File: src/rtl/div_shift_seq.sv
// rtl/div_shift_seq.sv - iterative signed fixed-point divider, Q = (A << FRAC) / B, one quotient bit per clock (optional macro: DIV_ROUND_EN)
module div_shift_seq #(
    parameter int D_W  = 16,
    parameter int FRAC = 8
) (
    input  logic           I_CLK,
    input  logic           I_RST,
    input  logic           I_START,
    input  logic [D_W-1:0] I_DIVIDEND,
    input  logic [D_W-1:0] I_DIVISOR,
    output logic           O_BUSY,
    output logic           O_VALID,
    output logic [D_W-1:0] O_QUOT,
    output logic           O_DIV0,
    output logic           O_OVF
);

    localparam int N  = D_W + FRAC;
    localparam int CW = (N > 1) ? $clog2(N) : 1;

    // Saturation limits expressed in the widened magnitude domain
    localparam logic [N:0]     NEG_LIM = (N+1)'(1) << (D_W - 1);
    localparam logic [N:0]     POS_LIM = NEG_LIM - (N+1)'(1);
    localparam logic [D_W-1:0] Q_MAX   = {1'b0, {(D_W-1){1'b1}}};
    localparam logic [D_W-1:0] Q_MIN   = {1'b1, {(D_W-1){1'b0}}};

    typedef enum logic [1:0] {IDLE, CALC, FIX, DONE} state_t;

    state_t         state, state_nx;
    logic [CW-1:0]  cnt;
    logic [N-1:0]   num;
    logic [N-1:0]   quot;
    logic [D_W-1:0] rem;
    logic [D_W-1:0] b_mag;
    logic           neg_a;
    logic           neg_res;
    logic           b_zero;

    // Magnitudes are unsigned so the most negative operand is represented exactly
    logic [D_W-1:0] a_mag_in, b_mag_in;
    assign a_mag_in = I_DIVIDEND[D_W-1] ? (~I_DIVIDEND + 1'b1) : I_DIVIDEND;
    assign b_mag_in = I_DIVISOR[D_W-1]  ? (~I_DIVISOR  + 1'b1) : I_DIVISOR;

    // One restoring shift-subtract step
    logic [D_W:0] rem_sh, rem_sub;
    logic         rem_ge;
    always_comb begin
        rem_sh  = {rem, num[N-1]};
        rem_ge  = (rem_sh >= {1'b0, b_mag});
        rem_sub = rem_sh - {1'b0, b_mag};
    end

    // Final correction: optional rounding, then saturation and sign application
    logic [N:0]     mag_fix;
    logic [D_W-1:0] q_fix;
    logic           ovf_fix;
    always_comb begin
        mag_fix = {1'b0, quot};
`ifdef DIV_ROUND_EN
        if ({rem, 1'b0} >= {1'b0, b_mag})
            mag_fix = mag_fix + (N+1)'(1);
`endif
        q_fix   = '0;
        ovf_fix = 1'b0;
        if (b_zero) begin
            q_fix = neg_a ? Q_MIN : Q_MAX;
        end else if (neg_res) begin
            if (mag_fix > NEG_LIM) begin
                q_fix   = Q_MIN;
                ovf_fix = 1'b1;
            end else begin
                q_fix = D_W'(~mag_fix + (N+1)'(1));
            end
        end else begin
            if (mag_fix > POS_LIM) begin
                q_fix   = Q_MAX;
                ovf_fix = 1'b1;
            end else begin
                q_fix = mag_fix[D_W-1:0];
            end
        end
    end

    // State register
    always_ff @(posedge I_CLK or posedge I_RST) begin
        if (I_RST) state <= IDLE;
        else       state <= state_nx;
    end

    // Next-state logic; starts outside IDLE are dropped, not queued
    always_comb begin
        state_nx = state;
        case (state)
            IDLE: if (I_START) state_nx = CALC;
            CALC: if (cnt == CW'(N - 1)) state_nx = FIX;
            FIX:  state_nx = DONE;
            DONE: state_nx = IDLE;
            default: state_nx = IDLE;
        endcase
    end

    // Handshake outputs decoded from state
    always_comb begin
        O_BUSY  = (state == CALC) || (state == FIX);
        O_VALID = (state == DONE);
    end

    // Working registers and held result
    always_ff @(posedge I_CLK or posedge I_RST) begin
        if (I_RST) begin
            cnt     <= '0;
            num     <= '0;
            quot    <= '0;
            rem     <= '0;
            b_mag   <= '0;
            neg_a   <= 1'b0;
            neg_res <= 1'b0;
            b_zero  <= 1'b0;
            O_QUOT  <= '0;
            O_DIV0  <= 1'b0;
            O_OVF   <= 1'b0;
        end else begin
            case (state)
                IDLE: if (I_START) begin
                    cnt     <= '0;
                    num     <= N'(a_mag_in) << FRAC;
                    quot    <= '0;
                    rem     <= '0;
                    b_mag   <= b_mag_in;
                    neg_a   <= I_DIVIDEND[D_W-1];
                    neg_res <= I_DIVIDEND[D_W-1] ^ I_DIVISOR[D_W-1];
                    b_zero  <= (I_DIVISOR == '0);
                end
                CALC: begin
                    cnt  <= cnt + CW'(1);
                    num  <= num << 1;
                    rem  <= rem_ge ? rem_sub[D_W-1:0] : rem_sh[D_W-1:0];
                    quot <= {quot[N-2:0], rem_ge};
                end
                FIX: begin
                    O_QUOT <= q_fix;
                    O_DIV0 <= b_zero;
                    O_OVF  <= ovf_fix;
                end
                default: ;
            endcase
        end
    end

endmodule

File: config.mk
export PLATFORM = sky130hd
export DESIGN_NAME = div_shift_seq
export DESIGN_NICKNAME = d
export VERILOG_FILES = /design/src/rtl/div_shift_seq.sv
export SDC_FILE = /design/constraint.sdc
export NUM_CORES = 1
export LEC_CHECK = 0
export ABC_CLOCK_PERIOD_IN_PS = 8780
export BUFFER_PORTS_ARGS = -buffer_cell sky130_fd_sc_hd__buf_2
export CORE_MARGIN = 10
export CORE_UTILIZATION = 45
export DETAILED_ROUTE_END_ITERATION = 10
export PLACE_DENSITY_LB_ADDON = 0.2
export SYNTH_ARGS = -nofsm -noshare
export SYNTH_HDL_FRONTEND = slang
export SYNTH_SLANG_ARGS = --single-unit
File: constraint.sdc
create_clock -name I_CLK -period 8.78 [get_ports I_CLK]
set_input_delay 1.317 -clock I_CLK [delete_from_list [all_inputs] [get_ports I_CLK]]
set_output_delay 1.317 -clock I_CLK [all_outputs]
set_load 0.03 [all_outputs]
Yosys cells after proc, flatten, opt, wreduce, memory -nomap -nowiden
Cells that the tools add are included.

Register bits: 108. Bits of input ports: 35. Logic and storage cells: 60.

$add $sub $neg: 5. Magnitude comparators: 3. Equal/unequal tests: 6. Mux-type cells: 23. Bitwise operators: 4. Reductions and logical operators: 7.

Operator list (count): $mux 16 (9); $pmux 24 s2 (2); $add 16x1->16 const B (3); $mux 24 (2); $not 16->16 (3); $pmux 16 s2 (1); $gt 24x15->1 const B (1); $gt 24x16->1 const B (1); $ge 17x16->1 (1); $logic_not 16->1 (1); $sub 16x16->16 (1); $pmux 5 s2 (1); $pmux 2 s4 (1); $reduce_and 2->1 (3); $add 5x1->5 const B (1); $eq 5x5->1 const B (1); $mux 5 (1); $eq 2x2->1 const B (2); $mux 1 (4); $mux 2 (2); $ne 2x2->1 const B (2); $eq 2x1->1 const B (1); $logic_not 2->1 (1); $reduce_bool 2->1 (1); other kinds (2) (2).

Logic depth before layout (Yosys ltp)
Gate-level depths: netlist of run 1.

Depth in word-level cells: 5. Mapped depth: 11.

Worst setup path after synthesis of run 1
Ideal clock, no wire load.

Path type: input -> register. Start: input port I_DIVIDEND[6]. End: register num[23]. Setup time: 0.078 ns. Arrival: 2.726 ns. Data required time: 8.702 ns. Setup slack: 5.977 ns. Stages: 7. Cells stage by stage: nor3_1 nand2_1 or4_1 or2_2 nor4_1 a211oi_1 a21oi_1.

Word-level cells in the longest chain between the ends: 5.

RTL lines: start, declared (line 9) `input logic [D_W-1:0] I_DIVIDEND,`; $not 16->16 (line 41) `assign a_mag_in = I_DIVIDEND[D_W-1] ? (~I_DIVIDEND + 1'b1) : I_DIVIDEND;`; $add 16x1->16 (line 41); $mux 16 (line 41); $mux 24 (line 124) `IDLE: if (I_START) begin`; $pmux 24 s2 (line 123) `case (state)`; end signal, assigned (line 126) `num <= N'(a_mag_in) << FRAC;`; end signal, assigned (line 136) `num <= num << 1;`; end, declared (line 31) `logic [N-1:0] num;`.

Every way passes these cells. The select of a mux whose other input is x is not followed. A chain may end at the register's enable or synchronous reset.

Worst setup path in the final report of run 1
Start: register quot[0]. End: register O_QUOT[5].

Word-level cells in the longest chain between the ends: 5. Elaborated cells between the ends (all ways): 8. Classes of those cells: add/sub: 1; order compare: 2; mux: 4; bitwise: 1.

RTL lines: start, declared (line 32) `logic [N-1:0] quot;`; start signal, assigned (line 138) `quot <= {quot[N-2:0], rem_ge};`; $not 16->16 (line 72) `q_fix = D_W'(~mag_fix + (N+1)'(1));`; $add 16x1->16 (line 72); $mux 16 (line 68) `if (mag_fix > NEG_LIM) begin`; $mux 16 * (line 67) `end else if (neg_res) begin`; $mux 16 * (line 65) `if (b_zero) begin`; end signal, assigned (line 141) `O_QUOT <= q_fix;`; end, declared (line 13) `output logic [D_W-1:0] O_QUOT,`.

Every way passes the cells marked *; elsewhere a longest branch is shown, timed or not.

==> results of run 1 <==
## final timing paths
path / from / to / slack (ns) / cells past startpoint
max in group asynchronous: I_RST / b_mag[7] / 6.62 / 3
setup / recovery: quot[0] / O_QUOT[5] / 5.59 / 10
hold reg to reg: b_mag[3] / b_mag[3] / 0.48 / 2
setup reg to reg: quot[0] / O_QUOT[5] / 5.59 / 10
min in group asynchronous: I_RST / O_QUOT[0] / 0.89 / 2
hold / removal: b_mag[3] / b_mag[3] / 0.48 / 2
## metal layers
layer  vias up  wire, µm  global-route usage
li1       2462         -                   -
met1      2245      6350               0.188
met2        73      6030               0.235
met3        11       501              0.0278
met4         0       140              0.0401
met5         -         0                   0
## per-stage QoR
step	util	area, µm²	worst slack, ns
5_1_grt	0.504	6650	5.26
2_1_floorplan	-	6020	4.84
3_5_place_dp	0.483	6370	5.37
6_report	0.504	6650	5.59
3_3_place_gp	0.483	6370	5.48
4_1_cts	0.504	6650	5.61
## state kept, by name (all words and copies together), names as in the netlist
name,cells
O_DIV0,1
O_OVF,1
O_QUOT,16
b_mag,16
b_zero,1
cnt,5
neg_a,1
neg_res,1
num,16
quot,24
rem,16
state,2
## synthesized netlist by cell type, drive strengths merged, types with 12 or more instances
cell / n
ha: 24
inv: 41
xor2: 29
nand3: 12
xnor2: 15
a22o: 25
o31ai: 25
mux2i: 13
a21oi: 42
clkbuf: 37
o21ai: 68
nand2: 90
nor2: 43
dfrtp: 100
## cell usage in the layout, fill, tap and decap left out, types with 5 or more instances in the layout
master,n
dfrtp_1,100
nand2_1,90
o21ai_0,66
buf_2,54
nor2_1,43
a21oi_1,41
inv_1,40
xor2_1,29
a22o_1,25
o31ai_1,24
ha_1,24
xnor2_1,15
mux2i_1,13
nand3_1,11
nand2b_1,9
clkbuf_16,9
nor3_1,8
nand4_1,8
o221ai_1,8
or3_1,6
a211oi_1,6
a21boi_0,6
a31oi_1,6
nor4_1,5
nor2b_1,5
## area by class of cell
| class | count | area (µm²) |
|---|---|---|
| clock buffers | 9 | 225 |
| repair buffers | 57 | 293 |
| inverters | 41 | 156 |
| well taps | 176 | 220 |
| multi-input cells | 497 | 3190 |
| flip-flops and latches | 100 | 2500 |
| clock inverters | 7 | 58.8 |
| fillers | 1278 | 6540 |
## where the power goes
group | switching, W | internal, W
Clock | 0.000183 | 0.000197
Sequential | 0.000122 | 0.000612
Combinational | 0.000817 | 0.000530
## worst max-delay path, cell delays in order, from the launching register on
cell and delay [ns]:
dfrtp_1 0.42, inv_1 0.12, ha_1 0.20, or3b_1 0.44, nor4b_4 0.48, nand2_1 0.13
a21oi_2 0.57, nand2_1 0.23, o31ai_1 0.28, a21oi_1 0.07, o221ai_1 0.15
## cell families (layout without fill, tap and decap cells)
kind of cell | Yosys count | count (layout) | synth area share
buffers and inverters | 84 | 114 | 0.0546
DFF | 100 | 100 | 0.415
adders and majority gates | 25 | 25 | 0.0532
AOI/OAI and AO/OA | 207 | 207 | 0.223
muxes | 16 | 16 | 0.0272
and+or+nand+nor | 205 | 205 | 0.162
xor gates and xnor gates | 44 | 44 | 0.0640
==> metrics.csv, run 1 <==
metric;value;unit
initial_antenna_violation_count;0;
instances_no_fill;887;
synth_top_area_cell;dfrtp_1;
netlist.area_leader.share;0.415;
clock_latency;0.35;ns
yosysUniqueCellTypes;58;
via_per_inst;5.40;
setup-violations-final;0;
number_of_levels_in_the_clock_h_tree;3;
crit_type;reg2reg;
crit_fanout;17;
initial_core_util;0.457;
final_layout_size_suffix_gt1_frac;0.129;
power_density;370;mW/mm²
antenna_cells_inserted;0;
cts_tree;built;
areaGrowthSynthToFinish;10.4;%
coreArea;0.0132;mm²
post-place-cells;871;
cts.clk_slew.worst_paths;0.07;ns
timing.final.crit_period;3.19;ns
post_synthesis_sequential_element_count;100;
netlist_instances;681;
detail_route.drc_violations;0;
leakage;3.19;nW
initial_drc_count;345;
pin_count;55;
period_share;0.363;
die_height;136;µm
place.gp.congestion;0.788;
gr-usage-all-layers;0.143;
syn_area_per_cell;8.85;µm²
cap_viol_max_count;0;
clock_tree.buffer_depth;2;
worst_ir_drop_on_vdd;175;µV
postSynth.topFlopCell;dfrtp_1;
sink_count;100;
worst_ep_required_time;9.04;ns
clock_skew;0.00718;ns
ys_async_sr_fraction;1.00;
timing.final.max_slew_violations;0;
hold_buffers;0;
hold_ws;0.480;ns
slew_margin_rel;0.289;
synth_enable_flop_cells;0;
route.vias.total;4791;
dieArea;0.0184;mm²
syn_area;0.00602;mm²
layout.nets;766;
route.final.wire_length;13000;µm
postCtsSetupRepairBufs;0;
grt_max_degree;83;
design_power_total;0.00246;W
global_route_wire_length_before_repair;21900;µm
timing.critical_path.from_type;register;
cts_buffers;9;
fin_setup_tns;0;ns
grt_pass1_vias;4675;
timing.final.hold_violations;0;
row_count;42;
drt_first_pass_iters;4;
crit_path_end_kind;register;
fmaxAchievable;314;MHz
detailed_place_hpwl;9620;µm
worstHoldPathType;reg2reg;
die_width;136;µm
route.detailed.wl_per_inst;14.7;µm
synth_seq_area_share;0.415;
global_route.overflow_total;0;
yosysWarnings;0;
cp_data_arrival_time;3.45;ns
port_buffers;54;
worst_slew_pin_slew;1.07;ns
postCtsResizedCells;0;
rsz_0062_raised_after_global_routing;no;
post_synth_main_area_contributors;dfrtp_1, nand2_1, o21ai_0;
synthesis.nets;741;
ant_nets;0;
status;finished clean;
root_buffer;clkbuf_16;
No activity file was read; power rests on OpenSTA's default activity.
==> inputs of run 2 (changes only) <==
ABC_CLOCK_PERIOD_IN_PS = 2900   (was 8780)
clock period = 2.9 ns   (was 8.78 ns; I/O delays follow)
==> metrics.csv, run 2 (synthesized netlist as in run 1, its figures left out) <==
metric;value;unit
status;finished clean;
detailedPlace.worstSlack;0.203;ns
route.vias.total;5011;
die_width;136;µm
setup-violations-final;0;
worst_slew_pin_slew;0.758;ns
layout.cells.most_common_list;dfrtp_1, nand2_1, o21ai_0;
via_per_inst;5.59;
crit_path_end_kind;register;
leakage;3.26;nW
initial_antenna_violation_count;0;
initial_core_util;0.457;
coreArea;0.0132;mm²
port_buffers;54;
cap_viol_max_count;0;
route.detailed.wl_per_inst;15.5;µm
final.setup.worst_slack;0.228;ns
dieArea;0.0184;mm²
worstHoldPathType;in2async;
layout.cells.most_common;dfrtp_1;
register_area;0.00250;mm²
fin_setup_tns;0;ns
rsz_0062_raised_after_global_routing;no;
hold_buffers;0;
fillCellCount;1278;
antenna_cells_inserted;0;
drt_first_pass_iters;5;
ant_nets;0;
slew_margin_rel;0.495;
clock_skew;0.00825;ns
clock_tree.buffer_depth;2;
global_route_wire_length_before_repair;24000;µm
flip_flop_count_of_the_largest_register_after_layout;24;
cp_data_arrival_time;2.88;ns
stdcell_area;0.00682;mm²
global_route.overflow_total;0;
grt_max_degree;59;
detailed_place_hpwl;10200;µm
cts_buffers;9;
worst_ir_drop_on_vdd;430;µV
final_layout_size_suffix_gt1_frac;0.142;
crit_fanout;13;
layout.nets;776;
areaGrowthSynthToFinish;13.2;%
top_register;quot;
post-place-cells;881;
pin_count;55;
clock_latency;0.35;ns
initial_drc_count;408;
timing.final.max_slew_violations;0;
gr-usage-all-layers;0.155;
cts.clk_slew.worst_paths;0.07;ns
sink_count;100;
postPlaceCellArea;0.00647;mm²
multiInputGateArea;0.00321;mm²
fmaxAchievable;374;MHz
crit_type;reg2reg;
row_count;42;
route.final.wire_length;13900;µm
worst_ep_required_time;3.11;ns
detail_route.drc_violations;0;
instances_no_fill;896;
root_buffer;clkbuf_16;
final_core_utilization;0.517;
timing.final.crit_period;2.67;ns
cts_tree;built;
period_share;0.921;
die_height;136;µm
number_of_levels_in_the_clock_h_tree;3;
place.gp.congestion;0.914;
timing.final.hold_violations;0;
power_density;1160;mW/mm²
timing.critical_path.from_type;register;
grt_pass1_vias;4941;
-- run 2: changes by cell type in the layout (fill, tap and decap cells not counted) --
cell / previous run / this run
buf_4: 3 / 11
bufinv_16: 0 / 3
buf_12: 0 / 2
clkinvlp_4: 1 / 3
inv_6: 2 / 0
a21oi_1: 41 / 40
a21oi_4: 0 / 1
clkinv_2: 1 / 0
clkinv_4: 2 / 1
inv_4: 1 / 0
inv_8: 1 / 0
-- run 2: per-layer routing --
metal  vias to the layer above  share of wire  routed length (µm)  global-route usage
met3                        14          0.039                 534              0.0274
met2                       101           0.45                6280               0.245
met4                         0          0.013                 181              0.0514
li1                       2466              -                   -                   -
met1                      2430           0.50                6870               0.210
met5                         -              0                   0                   0
-- run 2: final cells by class --
class,instances,area share
clock buffer,9,0.0330
inverter,41,0.0231
tap,176,0.0323
timing repair buffer,67,0.0576
clock inverter,6,0.0167
multi-input combinational,497,0.470
sequential,100,0.367
-- run 2: critical path, stage by stage, from the launching register on --
cell     delay, ns
dfrtp_1       0.41
ha_1          0.36
a21oi_1       0.15
o21ai_0       0.11
or3_1         0.34
a21oi_2       0.19
o31ai_1       0.15
o21ai_2       0.27
buf_12        0.20
mux2i_1       0.24
o21ai_0       0.11
-- run 2: path summary, 6_finish.rpt --
path / start / to / slack, ns / cells after the start
worst min register to register: b_mag[9] / b_mag[9] / 0.48 / 2
min in group I_CLK: I_DIVIDEND[0] / num[8] / 0.35 / 2
worst max-delay path: rem[5] / rem[6] / 0.23 / 10
max in group asynchronous: I_RST / b_mag[9] / 2.15 / 3
worst min-delay path: I_RST / O_OVF / 0.10 / 2
worst max register to register: rem[5] / rem[6] / 0.23 / 10
-- run 2: where the power goes --
group | total, W | internal [W] | leakage (nW) | switching [W]
clock network | 0.00137 | 0.000840 | 0.158 | 0.000532
registers | 0.00224 | 0.00185 | 1.31 | 0.000387
logic | 0.00430 | 0.00174 | 1.80 | 0.00256
-- run 2: per-stage QoR --
step / power, W / hold slack (ns)
5_1_grt: 0.00862 / 0.132
3_5_place_dp: 0.00654 / 0.467
4_1_cts: 0.00793 / 0.102
3_3_place_gp: 0.00642 / 0.461
2_1_floorplan: 0.00553 / 0.445
6_report: 0.00792 / 0.102
-- run 2: what timing repair did --
item,4_1_cts,5_1_grt
endpoints found under the setup margin,0,5
setup buffers,0,0
resized for setup,0,2
